===== src/rtl/cdb_arbiter_pkg.sv =====
// -----------------------------------------------------------------------------
// cdb_arbiter_pkg
// Shared definitions for the common data bus (CDB) arbiter slice:
//   - ROB position, data and address widths/types
//   - TRUE/FALSE constants
//   - CDB source encodings (CDB_SRC_ALU / CDB_SRC_LSB)
//   - packed entry formats held in the per-source queues
// -----------------------------------------------------------------------------
package cdb_arbiter_pkg;

  localparam int ROB_POS_W = 5;
  localparam int DATA_W    = 32;
  localparam int ADDR_W    = 32;

  typedef logic [ROB_POS_W-1:0] rob_wrap_pos_t;
  typedef logic [DATA_W-1:0]    data_t;
  typedef logic [ADDR_W-1:0]    addr_t;

  localparam logic TRUE  = 1'b1;
  localparam logic FALSE = 1'b0;

  // Encoding of cdb_src on the broadcast bus.
  localparam logic CDB_SRC_ALU = 1'b0;
  localparam logic CDB_SRC_LSB = 1'b1;

  // Full result as broadcast on the CDB (ALU queue entries use all fields).
  typedef struct packed {
    rob_wrap_pos_t rob_pos;
    data_t         val;
    logic          jump;
    addr_t         pc;
  } cdb_entry_t;

  // Load results carry no branch information, so the LSB queue is narrower.
  typedef struct packed {
    rob_wrap_pos_t rob_pos;
    data_t         val;
  } lsb_entry_t;

endpackage


===== src/rtl/cdb_fifo.sv =====
// -----------------------------------------------------------------------------
// cdb_fifo
// Generic circular FIFO used as a per-source result queue in front of the CDB.
//
// Parameters:
//   WIDTH  entry width in bits
//   DEPTH  number of entries (power of two, >= 2); pointers wrap modulo DEPTH
// Ports:
//   clk        clock, rising edge
//   rst        synchronous active-high reset (pointers and count to 0)
//   en         global enable; low freezes pointers, count and storage
//   flush      empties the queue (takes precedence over push/pop)
//   push       write push_data at the tail (ignored when full)
//   push_data  entry to write
//   pop        advance the head (ignored when empty)
//   head       entry at the head (valid when count != 0)
//   count      number of stored entries, 0..DEPTH
// -----------------------------------------------------------------------------
module cdb_fifo #(
  parameter  int WIDTH = 8,
  parameter  int DEPTH = 2,
  localparam int PTR_W = (DEPTH > 1) ? $clog2(DEPTH) : 1,
  localparam int CNT_W = PTR_W + 1
) (
  input  logic             clk,
  input  logic             rst,
  input  logic             en,
  input  logic             flush,
  input  logic             push,
  input  logic [WIDTH-1:0] push_data,
  input  logic             pop,
  output logic [WIDTH-1:0] head,
  output logic [CNT_W-1:0] count
);

  logic [WIDTH-1:0] mem_q [DEPTH];
  logic [PTR_W-1:0] wr_ptr_q, wr_ptr_d;
  logic [PTR_W-1:0] rd_ptr_q, rd_ptr_d;
  logic [CNT_W-1:0] count_q, count_d;
  logic             do_push;
  logic             do_pop;

  always_comb begin
    wr_ptr_d = wr_ptr_q;
    rd_ptr_d = rd_ptr_q;
    count_d  = count_q;
    do_push  = 1'b0;
    do_pop   = 1'b0;
    if (en) begin
      if (flush) begin
        wr_ptr_d = '0;
        rd_ptr_d = '0;
        count_d  = '0;
      end else begin
        // Full is judged on the current count, so a same-edge pop never
        // makes room for a push.
        do_push  = push && (count_q != CNT_W'(DEPTH));
        do_pop   = pop  && (count_q != '0);
        // DEPTH is a power of two, so natural pointer overflow is the wrap.
        if (do_push) wr_ptr_d = wr_ptr_q + 1'b1;
        if (do_pop)  rd_ptr_d = rd_ptr_q + 1'b1;
        count_d = count_q + CNT_W'(do_push) - CNT_W'(do_pop);
      end
    end
  end

  always_ff @(posedge clk) begin
    if (rst) begin
      wr_ptr_q <= '0;
      rd_ptr_q <= '0;
      count_q  <= '0;
    end else begin
      wr_ptr_q <= wr_ptr_d;
      rd_ptr_q <= rd_ptr_d;
      count_q  <= count_d;
    end
  end

  // Storage needs no reset; count qualifies every read.
  always_ff @(posedge clk) begin
    if (!rst && do_push) begin
      mem_q[wr_ptr_q] <= push_data;
    end
  end

  assign head  = mem_q[rd_ptr_q];
  assign count = count_q;

endmodule


===== src/rtl/cdb_arbiter.sv =====
// -----------------------------------------------------------------------------
// cdb_arbiter
// Queues ALU and load (LSB) results and broadcasts at most one per cycle on
// the registered common data bus.
//
// Build option: CDB_ROUND_ROBIN_EN
//   defined   -> on contention the source not granted last wins
//   undefined -> ALU always wins on contention
//
// Parameters:
//   QDEPTH  entries per source queue (power of two, >= 2)
// Ports:
//   clk, rst         clock / synchronous active-high reset
//   rdy              global ready; low freezes all state and outputs
//   clr              misprediction flush: empties queues, drops inputs
//   alu_*            ALU result input (valid, rob_pos, val, jump, pc)
//   alu_stall        ALU queue full; a valid presented now is dropped
//   lsb_*            load result input (valid, rob_pos, val)
//   lsb_stall        LSB queue full; a valid presented now is dropped
//   cdb_*            registered broadcast; cdb_src 0=ALU, 1=LSB
// -----------------------------------------------------------------------------
module cdb_arbiter
  import cdb_arbiter_pkg::*;
#(
  parameter int QDEPTH = 2
) (
  input  logic                 clk,
  input  logic                 rst,
  input  logic                 rdy,
  input  logic                 clr,
  input  logic                 alu_valid,
  input  logic [ROB_POS_W-1:0] alu_rob_pos,
  input  logic [DATA_W-1:0]    alu_val,
  input  logic                 alu_jump,
  input  logic [ADDR_W-1:0]    alu_pc,
  output logic                 alu_stall,
  input  logic                 lsb_valid,
  input  logic [ROB_POS_W-1:0] lsb_rob_pos,
  input  logic [DATA_W-1:0]    lsb_val,
  output logic                 lsb_stall,
  output logic                 cdb_valid,
  output logic                 cdb_src,
  output logic [ROB_POS_W-1:0] cdb_rob_pos,
  output logic [DATA_W-1:0]    cdb_val,
  output logic                 cdb_jump,
  output logic [ADDR_W-1:0]    cdb_pc
);

  localparam int CNT_W = $clog2(QDEPTH) + 1;

  cdb_entry_t       alu_in, alu_head;
  lsb_entry_t       lsb_in, lsb_head;
  logic [CNT_W-1:0] alu_count, lsb_count;
  logic             alu_push, lsb_push;
  logic             alu_ne, lsb_ne;
  logic             grant_alu, grant_lsb;

  // Simulation-visible flags: a producer presented a result into a full
  // queue and it was discarded.
  logic             alu_drop, lsb_drop;

  logic             cdb_valid_q, cdb_valid_d;
  logic             cdb_src_q, cdb_src_d;
  cdb_entry_t       cdb_entry_q, cdb_entry_d;

  assign alu_stall = (alu_count == CNT_W'(QDEPTH));
  assign lsb_stall = (lsb_count == CNT_W'(QDEPTH));
  assign alu_ne    = (alu_count != '0);
  assign lsb_ne    = (lsb_count != '0);

  assign alu_in = '{rob_pos: alu_rob_pos, val: alu_val, jump: alu_jump, pc: alu_pc};
  assign lsb_in = '{rob_pos: lsb_rob_pos, val: lsb_val};

  // clr discards anything presented in the same cycle.
  assign alu_push = alu_valid & ~alu_stall & ~clr;
  assign lsb_push = lsb_valid & ~lsb_stall & ~clr;

  assign alu_drop = alu_valid & alu_stall & rdy & ~clr & ~rst;
  assign lsb_drop = lsb_valid & lsb_stall & rdy & ~clr & ~rst;

  cdb_fifo #(
    .WIDTH ($bits(cdb_entry_t)),
    .DEPTH (QDEPTH)
  ) u_alu_fifo (
    .clk       (clk),
    .rst       (rst),
    .en        (rdy),
    .flush     (clr),
    .push      (alu_push),
    .push_data (alu_in),
    .pop       (grant_alu),
    .head      (alu_head),
    .count     (alu_count)
  );

  cdb_fifo #(
    .WIDTH ($bits(lsb_entry_t)),
    .DEPTH (QDEPTH)
  ) u_lsb_fifo (
    .clk       (clk),
    .rst       (rst),
    .en        (rdy),
    .flush     (clr),
    .push      (lsb_push),
    .push_data (lsb_in),
    .pop       (grant_lsb),
    .head      (lsb_head),
    .count     (lsb_count)
  );

`ifdef CDB_ROUND_ROBIN_EN
  logic last_grant_q, last_grant_d;

  always_comb begin
    last_grant_d = last_grant_q;
    if (rdy && grant_alu) last_grant_d = CDB_SRC_ALU;
    if (rdy && grant_lsb) last_grant_d = CDB_SRC_LSB;
  end

  // Reset to LSB so the first contention after reset goes to the ALU.
  always_ff @(posedge clk) begin
    if (rst) last_grant_q <= CDB_SRC_LSB;
    else     last_grant_q <= last_grant_d;
  end
`endif

  // Grants come only from entries already stored; nothing is forwarded
  // from the inputs, which fixes the latency at one cycle.
  always_comb begin
    grant_alu = 1'b0;
    grant_lsb = 1'b0;
    if (!clr) begin
      if (alu_ne && lsb_ne) begin
`ifdef CDB_ROUND_ROBIN_EN
        grant_alu = (last_grant_q == CDB_SRC_LSB);
        grant_lsb = ~grant_alu;
`else
        grant_alu = 1'b1;
`endif
      end else begin
        grant_alu = alu_ne;
        grant_lsb = lsb_ne;
      end
    end
  end

  // With rdy low the broadcast is held so it is consumed once after resume.
  always_comb begin
    cdb_valid_d = cdb_valid_q;
    cdb_src_d   = cdb_src_q;
    cdb_entry_d = cdb_entry_q;
    if (rdy) begin
      cdb_valid_d = 1'b0;
      cdb_src_d   = CDB_SRC_ALU;
      cdb_entry_d = '0;
      if (grant_alu) begin
        cdb_valid_d = 1'b1;
        cdb_entry_d = alu_head;
      end else if (grant_lsb) begin
        cdb_valid_d         = 1'b1;
        cdb_src_d           = CDB_SRC_LSB;
        cdb_entry_d.rob_pos = lsb_head.rob_pos;
        cdb_entry_d.val     = lsb_head.val;
      end
    end
  end

  always_ff @(posedge clk) begin
    if (rst) begin
      cdb_valid_q <= 1'b0;
      cdb_src_q   <= CDB_SRC_ALU;
      cdb_entry_q <= '0;
    end else begin
      cdb_valid_q <= cdb_valid_d;
      cdb_src_q   <= cdb_src_d;
      cdb_entry_q <= cdb_entry_d;
    end
  end

  assign cdb_valid   = cdb_valid_q;
  assign cdb_src     = cdb_src_q;
  assign cdb_rob_pos = cdb_entry_q.rob_pos;
  assign cdb_val     = cdb_entry_q.val;
  assign cdb_jump    = cdb_entry_q.jump;
  assign cdb_pc      = cdb_entry_q.pc;

endmodule


===== config.mk =====
export PLATFORM = sky130hd
export DESIGN_NAME = cdb_arbiter
export DESIGN_NICKNAME = d
export VERILOG_FILES = /design/src/rtl/cdb_arbiter_pkg.sv /design/src/rtl/cdb_fifo.sv /design/src/rtl/cdb_arbiter.sv
export SDC_FILE = /design/constraint.sdc
export NUM_CORES = 1
export LEC_CHECK = 0
export ABC_AREA = 0
export BUFFER_PORTS_ARGS = -buffer_cell sky130_fd_sc_hd__buf_2
export CAP_MARGIN = 10
export CORE_AREA = 2 2 160 162
export CTS_BUF_LIST = sky130_fd_sc_hd__clkbuf_8 sky130_fd_sc_hd__clkbuf_16
export CTS_CLUSTER_DIAMETER = 200
export DETAILED_ROUTE_END_ITERATION = 8
export DIE_AREA = 0 0 162 164
export PLACE_DENSITY = 0.78
export SYNTH_ARGS = -nofsm -noshare
export SYNTH_HDL_FRONTEND = slang
export SYNTH_SLANG_ARGS = --single-unit

===== constraint.sdc =====
create_clock -name clk -period 21.9 [get_ports clk]
set_clock_uncertainty 0.15 [all_clocks]
set_input_delay 2.19 -clock clk [delete_from_list [all_inputs] [get_ports clk]]
set_output_delay 2.19 -clock clk [all_outputs]
set_load 0.02 [all_outputs]

==> flow_summary.ini <==
[placement]
gp_congestion = 0.722
dpl_cell_area_um2 = 12300
port_buffers = 186
placed_cells = 1170
hpwlAfterDp_um = 14400
pre_cts_slack_ps = 17610

[outcome]
status = complete, no violations

[drt]
dr.pass1.iters = 4
drc = 0
routed_via_density = 5.44
ant_nets = 0
drtIter0Drc = 446
wl_um = 24200
vias = 6680
wl_per_cell_um = 19.7

[floorplan]
ios = 187
core-area_um2 = 24800
die_h_um = 164
dieArea_um2 = 26600
start_util = 0.447
rows = 58
fp.dieW_um = 162

[logic_synthesis]
synth_nets = 816
synth_top_area_cell = edfxtp_1
synth_area_leaders = edfxtp_1 (58%), dfxtp_1 (15%), mux2_2 (11%)
synth_edf_count = 214
synth_ff_type = edfxtp_1
synth-seq-cells = 296
yosysUniqueCellTypes = 33
syn_area_per_cell_um2 = 15.9
syn_area_um2 = 11100
synth_top_area_frac = 0.580
ys_warn_count = 0
async_flop_share = 0
yosysSeqAreaShare = 0.728
synth_cells = 699

[sta]
max_slew_margin = 0.328
worst_pin_slew_ps = 1010
postLayoutSetupSlackWorst_ps = 18110
setup_tns_ps = 0
hold_violations = 0
fin_crit_sh = 0.173
max_freq_mhz = 264
maxSlewViolCount = 0
rsz0062_at_grt = no
fin_crit_ps = 3790
setup-violations-final = 0

[clocking]
cts_buffers = 31
cts_resized = 0
cts.sinks = 296
clock_path_buffers = 3
clkLatencyLatePin_ps = 560
htree_levels = 1
postCtsHoldBufs = 0
cts_tree = yes
cts-root-buf = clkbuf_16
clkSlewWorstSetupHoldPaths_ps = 60
postCtsSetupBuffers = 0

[global_route]
grt_pass1_wl_um = 36800
grt_max_degree = 80
antenna_found_initial = 3
grt_use_total = 0.178
grt_pass1_vias = 6838
overflow = 0

[power_and_ir_drop]
power_per_cell_area_nw_per_um2 = 88.1
intPower_w = 0.000928
clkPwrFrac = 0.439
p_sw_frac = 0.207
power_frac_comb = 0.039
peakVddDrop_mv = 0.0644
p_leak_nw = 4.79
seqPwrFrac = 0.522
p_switching_w = 0.000242

[layout]
layout.cells.non_filler = 1229
postLayoutCellArea_um2 = 13300
drive_gt1_frac = 0.408
layout_commonest_cell = edfxtp_1
area_growth_pct = 19.8
final_cell_mix = edfxtp_1 (214), buf_2 (185), mux2_2 (107)
nNetsFinal = 990

[worst_setup_path]
crit_fanout = 6
critPathCaptureType = output port
worstPathCellList = nand2b_1 -> inv_1 -> buf_2
cp_slowest_cell = dfxtp_1
crit_type = reg2out
cpPeakStageDelay_ps = 450
cp.required_ps = 19560
ff2ff_path_depth = 9
reg2reg_to = u_lsb_fifo.count[1]$_SDFFE_PP0P_
reg2reg_from = u_alu_fifo.count[1]$_SDFFE_PP0P_
crit_arrival_ps = 1450
r2r_slack_ps = 18770
worstSetupStartpointType = flop

[flow_run]
drv_cap = 0

[min_path]
hold_depth = 2
min_from = cdb_src$_SDFFE_PP0P_
hp-class = reg2reg
hold_end = cdb_src$_SDFFE_PP0P_
## sequential cells by signal (all words and copies together), names as in the netlist, named ones only
signal               count
u_alu_fifo.mem_q       140
u_lsb_fifo.mem_q        74
cdb_pc                  32
cdb_val                 32
cdb_rob_pos              5
u_alu_fifo.count         2
u_lsb_fifo.count         2
cdb_jump                 1
cdb_src                  1
cdb_valid                1
u_alu_fifo.rd_ptr_q      1
u_alu_fifo.wr_ptr_q      1
u_lsb_fifo.rd_ptr_q      1
u_lsb_fifo.wr_ptr_q      1
## through the flow
stage	util	power (W)	hold slack [ps]
after floorplan	-	0.000647	318
after global placement	0.494	0.000665	304
after detailed placement	0.494	0.000668	313
after CTS	0.535	0.00118	324
after global routing	0.535	0.00121	349
final	0.535	0.00117	317
## kinds of logic after synthesis
kind of cell / after synthesis / synth area share
adder cells (fa/ha/maj): 4 / 0.00452
AO/OA/AOI/OAI: 124 / 0.0829
flip-flops: 296 / 0.728
AND/OR/NAND/NOR: 100 / 0.0440
multiplexers: 107 / 0.109
buffers and inverters: 66 / 0.0305
XOR/XNOR: 2 / 0.00158
## critical path: cells and delay by family (launching register included)
| family | cells | cell delay [ps] |
|---|---|---|
| flops | 1 | 450 |
| simple gates | 1 | 220 |
| buf+inv | 2 | 220 |
## Yosys cell counts, types with 6 or more instances
cell type and n:
edfxtp_1 214, mux2_2 107, dfxtp_1 82, a32oi_1 70
a21oi_1 42, nand3_1 37, nor2_1 36, buf_2 24
clkbuf_1 21, inv_1 10, nand2_1 7, buf_6 6
## per-layer routing
layer  wire length (µm)  part of all wire  up-vias  GRT usage
met1               9920              0.41     3275      0.221
met3               1580             0.065       55     0.0351
met5                  7           0.00029        -          0
met4                656             0.027        2     0.0531
met2              12000              0.50      248      0.315
li1                   -                 -     3100          -
## power by group through the flow
stage	sequential (W)	clock [W]	combinational, W
floorplan	0.000623	0	0.0000237
global placement	0.000622	0	0.0000436
detailed placement	0.000622	0	0.0000454
CTS	0.000610	0.000525	0.0000456
global route	0.000610	0.000550	0.0000492
finish	0.000610	0.000514	0.0000456
## how the worst max path moves through the flow
| stage | cells past startpoint | from | endpoint |
|---|---|---|---|
| global placement | 4 | clr | u_alu_fifo.mem_q[1][4]$_DFFE_PP_ |
| global route | 3 | u_alu_fifo.count[1]$_SDFFE_PP0P_ | alu_stall |
| detailed placement | 4 | clr | u_alu_fifo.mem_q[0][14]$_DFFE_PP_ |
| floorplan | 2 | rst | u_alu_fifo.mem_q[0][0]$_DFFE_PP_ |
| finish | 3 | u_alu_fifo.count[0]$_SDFFE_PP0P_ | alu_stall |
| CTS | 3 | u_alu_fifo.count[0]$_SDFFE_PP0P_ | alu_stall |
## layout make-up
type	instances	area (µm²)
antenna	1	2.50
clock buffer	38	872
clock inverter	20	155
fill	2083	11500
inverter	10	37.5
multi-input combinational	337	2710
sequential	296	8070
tap	330	413
timing repair buffer	197	1020
No activity file was read; power rests on OpenSTA's default activity.
